==> src/rtl/aud_frame_fifo_if.sv <==
// ---------------------------------------------------------------------------
// aud_frame_fifo_if
// Bundle of the sample-write, frame-read and status signals of the audio
// frame FIFO.
//   master : drives wr_en/wr_sof/wr_data, rd_en and clr_flags;
//            observes rd_data/rd_valid, full/empty/count and sticky flags.
//   slave  : the FIFO itself (mirror image of master).
// Parameters must match those of the aud_frame_fifo instance it is bound to.
// ---------------------------------------------------------------------------
interface aud_frame_fifo_if #(
    parameter int DATA_W = 16,
    parameter int NUM_CH = 2,
    parameter int DEPTH  = 16
);
    logic                         wr_en;
    logic                         wr_sof;
    logic [DATA_W-1:0]            wr_data;
    logic                         rd_en;
    logic [NUM_CH*DATA_W-1:0]     rd_data;
    logic                         rd_valid;
    logic                         full;
    logic                         empty;
    logic [$clog2(DEPTH+1)-1:0]   count;
    logic                         overflow;
    logic                         underflow;
    logic                         sync_err;
    logic                         clr_flags;

    modport master (
        output wr_en, wr_sof, wr_data, rd_en, clr_flags,
        input  rd_data, rd_valid, full, empty, count,
               overflow, underflow, sync_err
    );

    modport slave (
        input  wr_en, wr_sof, wr_data, rd_en, clr_flags,
        output rd_data, rd_valid, full, empty, count,
               overflow, underflow, sync_err
    );
endinterface

==> src/rtl/aud_frame_fifo.sv <==
// ---------------------------------------------------------------------------
// aud_frame_fifo
// Collects NUM_CH consecutive samples into a staging frame and commits each
// complete frame into a DEPTH-entry FIFO; rd_en pops one whole frame with a
// one-cycle latency.
//   clk   : sole clock, rising edge
//   reset : asynchronous, active-high
//   bus   : aud_frame_fifo_if.slave
//           wr_en/wr_sof/wr_data  sample input, channels in order 0..NUM_CH-1
//           rd_en                 pop request
//           rd_data/rd_valid      popped frame (channel 0 in LSBs), mute on
//                                 underflow, held when idle
//           full/empty/count      registered occupancy
//           overflow/underflow/sync_err  sticky, cleared by clr_flags
// OVERWRITE=0 drops the newest frame when full, OVERWRITE=1 drops the oldest.
// ---------------------------------------------------------------------------
module aud_frame_fifo #(
    parameter int DATA_W    = 16,
    parameter int NUM_CH    = 2,
    parameter int DEPTH     = 16,
    parameter bit OVERWRITE = 1'b0
) (
    input  logic            clk,
    input  logic            reset,
    aud_frame_fifo_if.slave bus
);
    localparam int FRAME_W = NUM_CH * DATA_W;
    localparam int PTR_W   = $clog2(DEPTH);
    localparam int CNT_W   = $clog2(DEPTH + 1);
    localparam int CH_W    = (NUM_CH > 1) ? $clog2(NUM_CH) : 1;
    localparam logic [CH_W-1:0]  LAST_CH   = CH_W'(NUM_CH - 1);
    localparam logic [CNT_W-1:0] DEPTH_CNT = CNT_W'(DEPTH);

    logic [FRAME_W-1:0] mem [DEPTH];

    logic [CH_W-1:0]    ch_q, ch_d;
    logic [FRAME_W-1:0] stage_q, stage_d;
    logic [PTR_W-1:0]   wr_ptr_q, wr_ptr_d;
    logic [PTR_W-1:0]   rd_ptr_q, rd_ptr_d;
    logic [CNT_W-1:0]   count_q, count_d;
    logic               full_q, full_d;
    logic               empty_q, empty_d;
    logic [FRAME_W-1:0] rd_data_q, rd_data_d;
    logic               rd_valid_q, rd_valid_d;
    logic               overflow_q, overflow_d;
    logic               underflow_q, underflow_d;
    logic               sync_err_q, sync_err_d;

    logic               resync;
    logic               commit;
    logic               pop_ok;
    logic               push_ok;
    logic               drop_old;
    logic               ovf_evt;
    logic               udf_evt;
    logic [NUM_CH-1:0]  slot_we;

    // A start-of-frame in the middle of a frame restarts the staging frame.
    assign resync = bus.wr_en && bus.wr_sof && (ch_q != '0);

    // Per-channel staging slots. stage_d already contains the sample being
    // written this cycle, so it is the frame to commit on the last channel.
    generate
        for (genvar gi = 0; gi < NUM_CH; gi++) begin : g_slot
            if (gi == 0) begin : g_ch0
                assign slot_we[gi] = bus.wr_en && ((ch_q == '0) || bus.wr_sof);
            end else begin : g_chn
                assign slot_we[gi] = bus.wr_en && !resync && (ch_q == CH_W'(gi));
            end
            assign stage_d[gi*DATA_W +: DATA_W] =
                slot_we[gi] ? bus.wr_data : stage_q[gi*DATA_W +: DATA_W];
        end
    endgenerate

    always_comb begin
        commit   = bus.wr_en && !resync && (ch_q == LAST_CH);
        pop_ok   = bus.rd_en && !empty_q;
        udf_evt  = bus.rd_en && empty_q;
        // A pop in the same cycle frees the slot, so a full FIFO only
        // overflows when no successful pop accompanies the commit.
        ovf_evt  = commit && full_q && !pop_ok;
        drop_old = ovf_evt && OVERWRITE;
        push_ok  = commit && !(ovf_evt && !OVERWRITE);

        ch_d = ch_q;
        if (resync) begin
            ch_d = CH_W'(1);
        end else if (bus.wr_en) begin
            ch_d = commit ? '0 : ch_q + CH_W'(1);
        end

        wr_ptr_d = wr_ptr_q + PTR_W'(push_ok);
        rd_ptr_d = rd_ptr_q + PTR_W'(pop_ok || drop_old);

        count_d = count_q;
        if (push_ok && !pop_ok && !drop_old) begin
            count_d = count_q + CNT_W'(1);
        end else if (pop_ok && !push_ok) begin
            count_d = count_q - CNT_W'(1);
        end
        full_d  = (count_d == DEPTH_CNT);
        empty_d = (count_d == '0);

        rd_valid_d = pop_ok;
        rd_data_d  = rd_data_q;
        if (pop_ok) begin
            rd_data_d = mem[rd_ptr_q];
        end else if (udf_evt) begin
            rd_data_d = '0;
        end

        // New events take priority over clr_flags.
        overflow_d  = (overflow_q  && !bus.clr_flags) || ovf_evt;
        underflow_d = (underflow_q && !bus.clr_flags) || udf_evt;
        sync_err_d  = (sync_err_q  && !bus.clr_flags) || resync;
    end

    // Frame storage: no reset, validity is tracked by the pointers.
    always_ff @(posedge clk) begin
        if (push_ok) begin
            mem[wr_ptr_q] <= stage_d;
        end
    end

    always_ff @(posedge clk or posedge reset) begin
        if (reset) begin
            ch_q        <= '0;
            stage_q     <= '0;
            wr_ptr_q    <= '0;
            rd_ptr_q    <= '0;
            count_q     <= '0;
            full_q      <= 1'b0;
            empty_q     <= 1'b1;
            rd_data_q   <= '0;
            rd_valid_q  <= 1'b0;
            overflow_q  <= 1'b0;
            underflow_q <= 1'b0;
            sync_err_q  <= 1'b0;
        end else begin
            ch_q        <= ch_d;
            stage_q     <= stage_d;
            wr_ptr_q    <= wr_ptr_d;
            rd_ptr_q    <= rd_ptr_d;
            count_q     <= count_d;
            full_q      <= full_d;
            empty_q     <= empty_d;
            rd_data_q   <= rd_data_d;
            rd_valid_q  <= rd_valid_d;
            overflow_q  <= overflow_d;
            underflow_q <= underflow_d;
            sync_err_q  <= sync_err_d;
        end
    end

    assign bus.rd_data   = rd_data_q;
    assign bus.rd_valid  = rd_valid_q;
    assign bus.full      = full_q;
    assign bus.empty     = empty_q;
    assign bus.count     = count_q;
    assign bus.overflow  = overflow_q;
    assign bus.underflow = underflow_q;
    assign bus.sync_err  = sync_err_q;
endmodule

==> src/flat_wrapper.sv <==
// flat-port wrapper written by rule: the top's interface ports become plain ports
module aud_frame_fifo_flat 
#(
    parameter int DATA_W    = 16,
    parameter int NUM_CH    = 2,
    parameter int DEPTH     = 16,
    parameter bit OVERWRITE = 1'b0
)
  (clk, reset, bus_wr_en, bus_wr_sof, bus_wr_data, bus_rd_en, bus_clr_flags, bus_rd_data, bus_rd_valid, bus_full, bus_empty, bus_count, bus_overflow, bus_underflow, bus_sync_err);
  aud_frame_fifo_if #(.DATA_W(DATA_W), .NUM_CH(NUM_CH), .DEPTH(DEPTH)) bus_i ();
  input  logic clk;
  input  logic reset;
  input wire logic [$bits(bus_i.wr_en)-1:0] bus_wr_en;
  input wire logic [$bits(bus_i.wr_sof)-1:0] bus_wr_sof;
  input wire logic [$bits(bus_i.wr_data)-1:0] bus_wr_data;
  input wire logic [$bits(bus_i.rd_en)-1:0] bus_rd_en;
  input wire logic [$bits(bus_i.clr_flags)-1:0] bus_clr_flags;
  output wire logic [$bits(bus_i.rd_data)-1:0] bus_rd_data;
  output wire logic [$bits(bus_i.rd_valid)-1:0] bus_rd_valid;
  output wire logic [$bits(bus_i.full)-1:0] bus_full;
  output wire logic [$bits(bus_i.empty)-1:0] bus_empty;
  output wire logic [$bits(bus_i.count)-1:0] bus_count;
  output wire logic [$bits(bus_i.overflow)-1:0] bus_overflow;
  output wire logic [$bits(bus_i.underflow)-1:0] bus_underflow;
  output wire logic [$bits(bus_i.sync_err)-1:0] bus_sync_err;
  assign bus_i.wr_en = bus_wr_en;
  assign bus_i.wr_sof = bus_wr_sof;
  assign bus_i.wr_data = bus_wr_data;
  assign bus_i.rd_en = bus_rd_en;
  assign bus_i.clr_flags = bus_clr_flags;
  assign bus_rd_data = bus_i.rd_data;
  assign bus_rd_valid = bus_i.rd_valid;
  assign bus_full = bus_i.full;
  assign bus_empty = bus_i.empty;
  assign bus_count = bus_i.count;
  assign bus_overflow = bus_i.overflow;
  assign bus_underflow = bus_i.underflow;
  assign bus_sync_err = bus_i.sync_err;
  aud_frame_fifo #(.DATA_W(DATA_W), .NUM_CH(NUM_CH), .DEPTH(DEPTH), .OVERWRITE(OVERWRITE)) u_core (.clk(clk), .reset(reset), .bus(bus_i));
endmodule
==> config.mk <==
export PLATFORM = sky130hd
export DESIGN_NAME = aud_frame_fifo_flat
export DESIGN_NICKNAME = d
export VERILOG_FILES = /design/src/rtl/aud_frame_fifo_if.sv /design/src/rtl/aud_frame_fifo.sv /design/src/flat_wrapper.sv
export SDC_FILE = /design/constraint.sdc
export NUM_CORES = 1
export LEC_CHECK = 0
export ABC_AREA = 0
export CAP_MARGIN = 15
export CORE_ASPECT_RATIO = 0.8
export CORE_UTILIZATION = 50
export DETAILED_ROUTE_END_ITERATION = 8
export PLACE_DENSITY = 0.76
export REMOVE_ABC_BUFFERS = 1
export SYNTH_ARGS = -nofsm -noshare
export SYNTH_HDL_FRONTEND = slang
export SYNTH_SLANG_ARGS = --single-unit
==> constraint.sdc <==
create_clock -name clk -period 12.7 [get_ports clk]
set_clock_uncertainty 0.2 [all_clocks]
set_input_delay 2.54 -clock clk [delete_from_list [all_inputs] [get_ports clk]]
set_output_delay 2.54 -clock clk [all_outputs]
set_load 0.02 [all_outputs]
==> results of run 1 <==
==> cell usage after synthesis, drive strengths merged, types with 6 or more instances <==
cell type / instances
clkbuf: 20
nand3: 9
inv: 41
mux2i: 32
o22ai: 33
buf: 34
mux2: 64
ha: 6
edfxtp: 512
mux4: 128
nor2: 11
o21ai: 42
nand2: 35
dfrtp: 83
==> worst paths after layout <==
check | startpoint | to | slack [ps] | cells past startpoint
setup / recovery | bus_rd_en | u_core.mem[2][11] | 6790 | 6
hold / removal | u_core.bus.sync_err | u_core.bus.sync_err | 330 | 2
min in group asynchronous | reset | u_core.bus.rd_data[31] | 2170 | 2
hold reg to reg | u_core.bus.sync_err | u_core.bus.sync_err | 330 | 2
max in group asynchronous | reset | u_core.rd_ptr_q[1] | 8980 | 3
setup reg to reg | u_core.rd_ptr_q[1] | u_core.bus.rd_data[16] | 8970 | 6
==> registers in the layout, indices dropped and copies added, names as in the netlist <==
| register | count |
|---|---|
| u_core.bus.sync_err | 1 |
| u_core.bus.underflow | 1 |
| u_core.bus.full | 1 |
| u_core.wr_ptr_q | 4 |
| u_core.bus.overflow | 1 |
| u_core.mem | 512 |
| u_core.bus.empty | 1 |
| u_core.rd_ptr_q | 4 |
| u_core.ch_q | 1 |
| u_core.stage_q | 32 |
| u_core.bus.rd_data | 32 |
| u_core.bus.count | 5 |
| u_core.bus.rd_valid | 1 |
==> layout make-up <==
class | count | area (um^2) | share of cell area [%]
clock buffer | 67 | 1419 | 5.462
clock inverter | 32 | 390.4 | 1.503
inverter | 41 | 158.9 | 0.6117
multi-input combinational | 394 | 4997 | 19.24
sequential | 596 | 17490 | 67.33
tap | 603 | 754.5 | 2.904
timing repair buffer | 77 | 765.7 | 2.948
==> per-stage QoR <==
step           hold slack (ps)  instances  setup WS, ps  total power, uW  utilization [%]
5_1_grt                  355.5       1810          6529             6057            58.20
3_3_place_gp             308.3       1710          6366             4142            54.08
6_report                 326.8       1810          6789             5797            58.20
4_1_cts                  330.9       1809          6885             5839            58.14
2_1_floorplan            294.3       1031          5653             3722                -
3_5_place_dp             321.0       1710          6298             4184            54.08
==> kinds of logic (layout without fill, tap and decap cells) <==
group / after synthesis / in the layout / share of synthesized area (%)
mux: 224 / 224 / 17.23
compound gates: 79 / 79 / 1.956
fa+ha+maj: 6 / 6 / 0.3296
xor+xnor: 8 / 8 / 0.3077
buf+inv: 95 / 217 / 1.813
flops: 596 / 596 / 76.74
simple gates: 77 / 77 / 1.621
==> metal layers <==
| layer | GRT usage, % | vias to the layer above | routed length [um] |
|---|---|---|---|
| li1 | - | 4547 | - |
| met1 | 32.18 | 5680 | 19880 |
| met4 | 4.949 | 0 | 765 |
| met2 | 31.08 | 460 | 21100 |
| met5 | 0 | - | 0 |
| met3 | 5.979 | 59 | 5372 |
==> worst max-delay path: stages <==
cell and delay, ps:
buf_2 710, nand2b_2 80, buf_4 330, a21oi_1 680
nor3b_1 530, nor2b_4 990
==> report_power, final <==
part           leakage [uW]  switching (uW)  internal, uW
registers           0.00561             169          2370
logic               0.00207             865           731
clock network      0.000887             688           974
total               0.00857            1720          4080
==> impl_metrics.toml, run 1 <==
[grt]
grt_usage_pct = 21.36
gr-total-overflow = 0
grt_pass1_wl_um = 70940
antenna_found_initial = 0
grt_pass1_vias = 11090
grt_max_degree = 111

[yosys]
synthTopCellsByArea = "edfxtp_1 68%, mux4_2 13%, dfrtp_1 9.1%"
yosysTopAreaCell = "edfxtp_1"
synth_cells = 1085
yosysSeqAreaShare_pct = 76.74
synth-seq-cells = 596
async_flop_share_pct = 14.09
yosysWarnings = 0
syn_avg_cell_area_um2 = 20.99
synth-main-ff-cell = "edfxtp_1"
ys_types = 37
synth-edff-count = 512
synth_area_um2 = 22770
yosysTopAreaCellShare_pct = 67.51

[drt]
drtAntennaViolNets = 0
drtPass1Iterations = 5
drc = 0
totalWireLength_um = 47120
viasPerCell = 5.937
vias = 10750
drtIter0Drc = 1298
wl_per_cell_um = 26.03

[clock_network]
htree_levels = 2
numCtsBuffers = 53
post-cts-setup-buffer-count = 0
cts_tree = "done"
clock-root-buffer = "clkbuf_16"
cts_hold_buf = 0
clk_latency_ps = 590
ctsResizeCount = 0
path_clk_slew_ps = 60
cts_sinks = 596
cts_buffer_depth = 3

[floorplanning]
start_util_pct = 51.02
die_y_um = 192.9
dieArea_um2 = 46410
io_pins = 65
rows = 69
core_um2 = 44630
die-width_um = 240.6

[power_and_ir_drop]
power_density_nw_per_um2 = 223.2
p_leak_uw = 0.008568
max-vdd-ir-drop_uv = 168.5

[sta]
grt_setup_unrepaired = "no"
tns_ps = 0
hold_violations = 0
post-route-period-util_pct = 46.54
setup_viol = 0
period_minus_slack_ps = 5911
clock.fmax_ghz = 0.1692
slew_headroom_pct = 20.02
final-max-slew-violation-count = 0
tightest_slew_ps = 1197

[finish]
layout.cells.most_common_list = "512 x edfxtp_1, 128 x mux4_2, 79 x dfrtp_1, 64 x mux2_2, 63 x clkdlybuf4s50_1"
final_cell_area_um2 = 25980
n_fill_cell = 3188
diodes = 0
final_common_cell = "edfxtp_1"
layout-drive-gt1-share_pct = 26.26
finalNetCount = 1191
area_delta_synth_final_pct = 14.06

[worst_setup_path]
crit_path_end_kind = "register"
worstPathArrival_ps = 5900
required_ps = 12690
crit_type = "input port to register"
worstPathMaxFanout = 35
worstSetupStartpointType = "input port"

[min_path]
min_path_type = "register to register"

[place]
port_buffers = 64
dpl.hpwl_um = 26500
dpl_cell_area_um2 = 24140
place.gp.congestion = 0.7707

[run_status]
status = "completed"

[flow_run]
maxCapViolCount = 0
Note: power is estimated with default switching activity, not from simulation.
==> run 2: changes to the inputs <==
- clock period: 12.7 -> 5.56 ns (I/O delays scaled with it)
==> run 2 against run 1 <==
Register-to-register slack lost 6600 ps. Setup slack lost 5000 ps. Cell count grew 1.2%. Count of clock-buffer cells in the layout grew 9. Sequential power grew 130%. Design area grew 0.56%. Power grew 130%. Flip-flop and latch count is the same. Routed wire length is essentially flat. Critical path depth is the same. Core utilization grew 0.33 points. Via count grew 0.49%.
==> impl_metrics.toml, run 2 (synthesis gave the netlist of run 1 again) <==
[floorplanning]
die-width_um = 240.6
start_util_pct = 51.02
core_um2 = 44630
rows = 69
dieArea_um2 = 46410
io_pins = 65
die_y_um = 192.9

[place]
port_buffers = 64
dpl.hpwl_um = 26890
place.gp.congestion = 0.7775
dp_cells = 1731
dpl_cell_area_um2 = 24330

[sta]
tightest_slew_ps = 914.0
setup_viol = 0
slew_headroom_pct = 39.06
clock.fmax_ghz = 0.2631
final-max-slew-violation-count = 0
grt_setup_unrepaired = "no"
post-route-period-util_pct = 68.36
period_minus_slack_ps = 3801
hold_violations = 0
tns_ps = 0
hold_slack_ps = 323.1

[min_path]
hold_depth = 2
min_path_type = "register to register"
min_from = "u_core.bus.underflow"

[finish]
layout.cells.most_common_list = "512 x edfxtp_1, 128 x mux4_2, 79 x dfrtp_1, 64 x mux2_2, 63 x clkdlybuf4s50_1"
largest_reg_flops = 512
area_delta_synth_final_pct = 14.70
layout.cells.non_filler = 1831
finalNetCount = 1211
regMostFlops = "u_core.mem"
layout-drive-gt1-share_pct = 27.44
final_common_cell = "edfxtp_1"
final_cell_area_um2 = 26120
n_fill_cell = 3150
diodes = 0

[power_and_ir_drop]
p_leak_uw = 0.008674
power_density_nw_per_um2 = 501.5
power.total_uw = 13100
max-vdd-ir-drop_uv = 376.3

[drt]
totalWireLength_um = 47070
drtPass1Iterations = 7
drtIter0Drc = 1134
top_layer = "met4"
viasPerCell = 5.898
wl_per_cell_um = 25.71
wl_met3_um = 2847
drc = 0
wl_met2_um = 22670
vias = 10800
m1WireLength_um = 20620
drtAntennaViolNets = 0

[run_status]
status = "completed"

[grt]
grt_max_degree = 64
antenna_found_initial = 0
grt_pass1_vias = 11280
grt_usage_pct = 21.18
grt_pass1_wl_um = 71480
gr-total-overflow = 0

[worst_setup_path]
required_ps = 5630
worstSetupStartpointType = "input port"
r2r-start = "u_core.bus.empty"
crit_path_end_kind = "register"
crit_type = "input port to register"
cp-startpoint = "bus_wr_en"
worstPathArrival_ps = 3870
r2r_cells = 5
worstPathMaxFanout = 18

[clock_network]
cts_buffer_depth = 3
cts_sinks = 596
clock-root-buffer = "clkbuf_16"
cts_hold_buf = 0
htree_levels = 2
path_clk_slew_ps = 60
cts_tree = "done"
clk_latency_ps = 590
ctsResizeCount = 0
numCtsBuffers = 53
post-cts-setup-buffer-count = 0

[flow_run]
maxCapViolCount = 0
[run 2: area by class of cell]
type,instances,area [um^2],area share (%)
Tap cell,603,754.5,2.888
Inverter,41,158.9,0.6083
Sequential cell,596,17490,66.96
Multi-Input combinational cell,394,4997,19.13
Timing Repair Buffer,97,933.4,3.573
Clock buffer,76,1514,5.796
Clock inverter,24,274.0,1.049
[run 2: critical path: stages]
cell and delay, ps:
clkdlybuf4s50_1 550, nand3b_1 130, a21oi_1 540, nand3b_1 410, nor2_4 710, buf_4 390
[run 2: path summary, 6_finish.rpt]
path                                          end  slack [ps]
hold / removal               u_core.bus.underflow         320
setup / recovery               u_core.mem[11][11]        1760
hold reg to reg              u_core.bus.underflow         320
setup reg to reg               u_core.mem[11][11]        2410
max in group asynchronous   u_core.bus.rd_data[3]        3380
min in group asynchronous  u_core.bus.rd_data[26]         870
[run 2: metal layers]
layer / GRT usage [%] / vias to the layer above
met5: 0 / -
li1: - / 4577
met3: 3.576 / 76
met4: 5.390 / 0
met2: 33.98 / 397
met1: 30.48 / 5749
[run 2: report_power, final]
part	leakage, uW	total (uW)	internal [uW]	switching (uW)
Sequential	0.00561	5880	5410	477
Combinational	0.00218	3480	1690	1790
Clock	0.000883	3740	2140	1600
[run 2: per-stage QoR]
| step | utilization, % | setup WS, ps |
|---|---|---|
| after floorplan | - | -850.2 |
| after global placement | 54.52 | 1266 |
| after detailed placement | 54.52 | 1204 |
| after CTS | 58.53 | 1815 |
| after global routing | 58.53 | 1610 |
| final | 58.53 | 1759 |
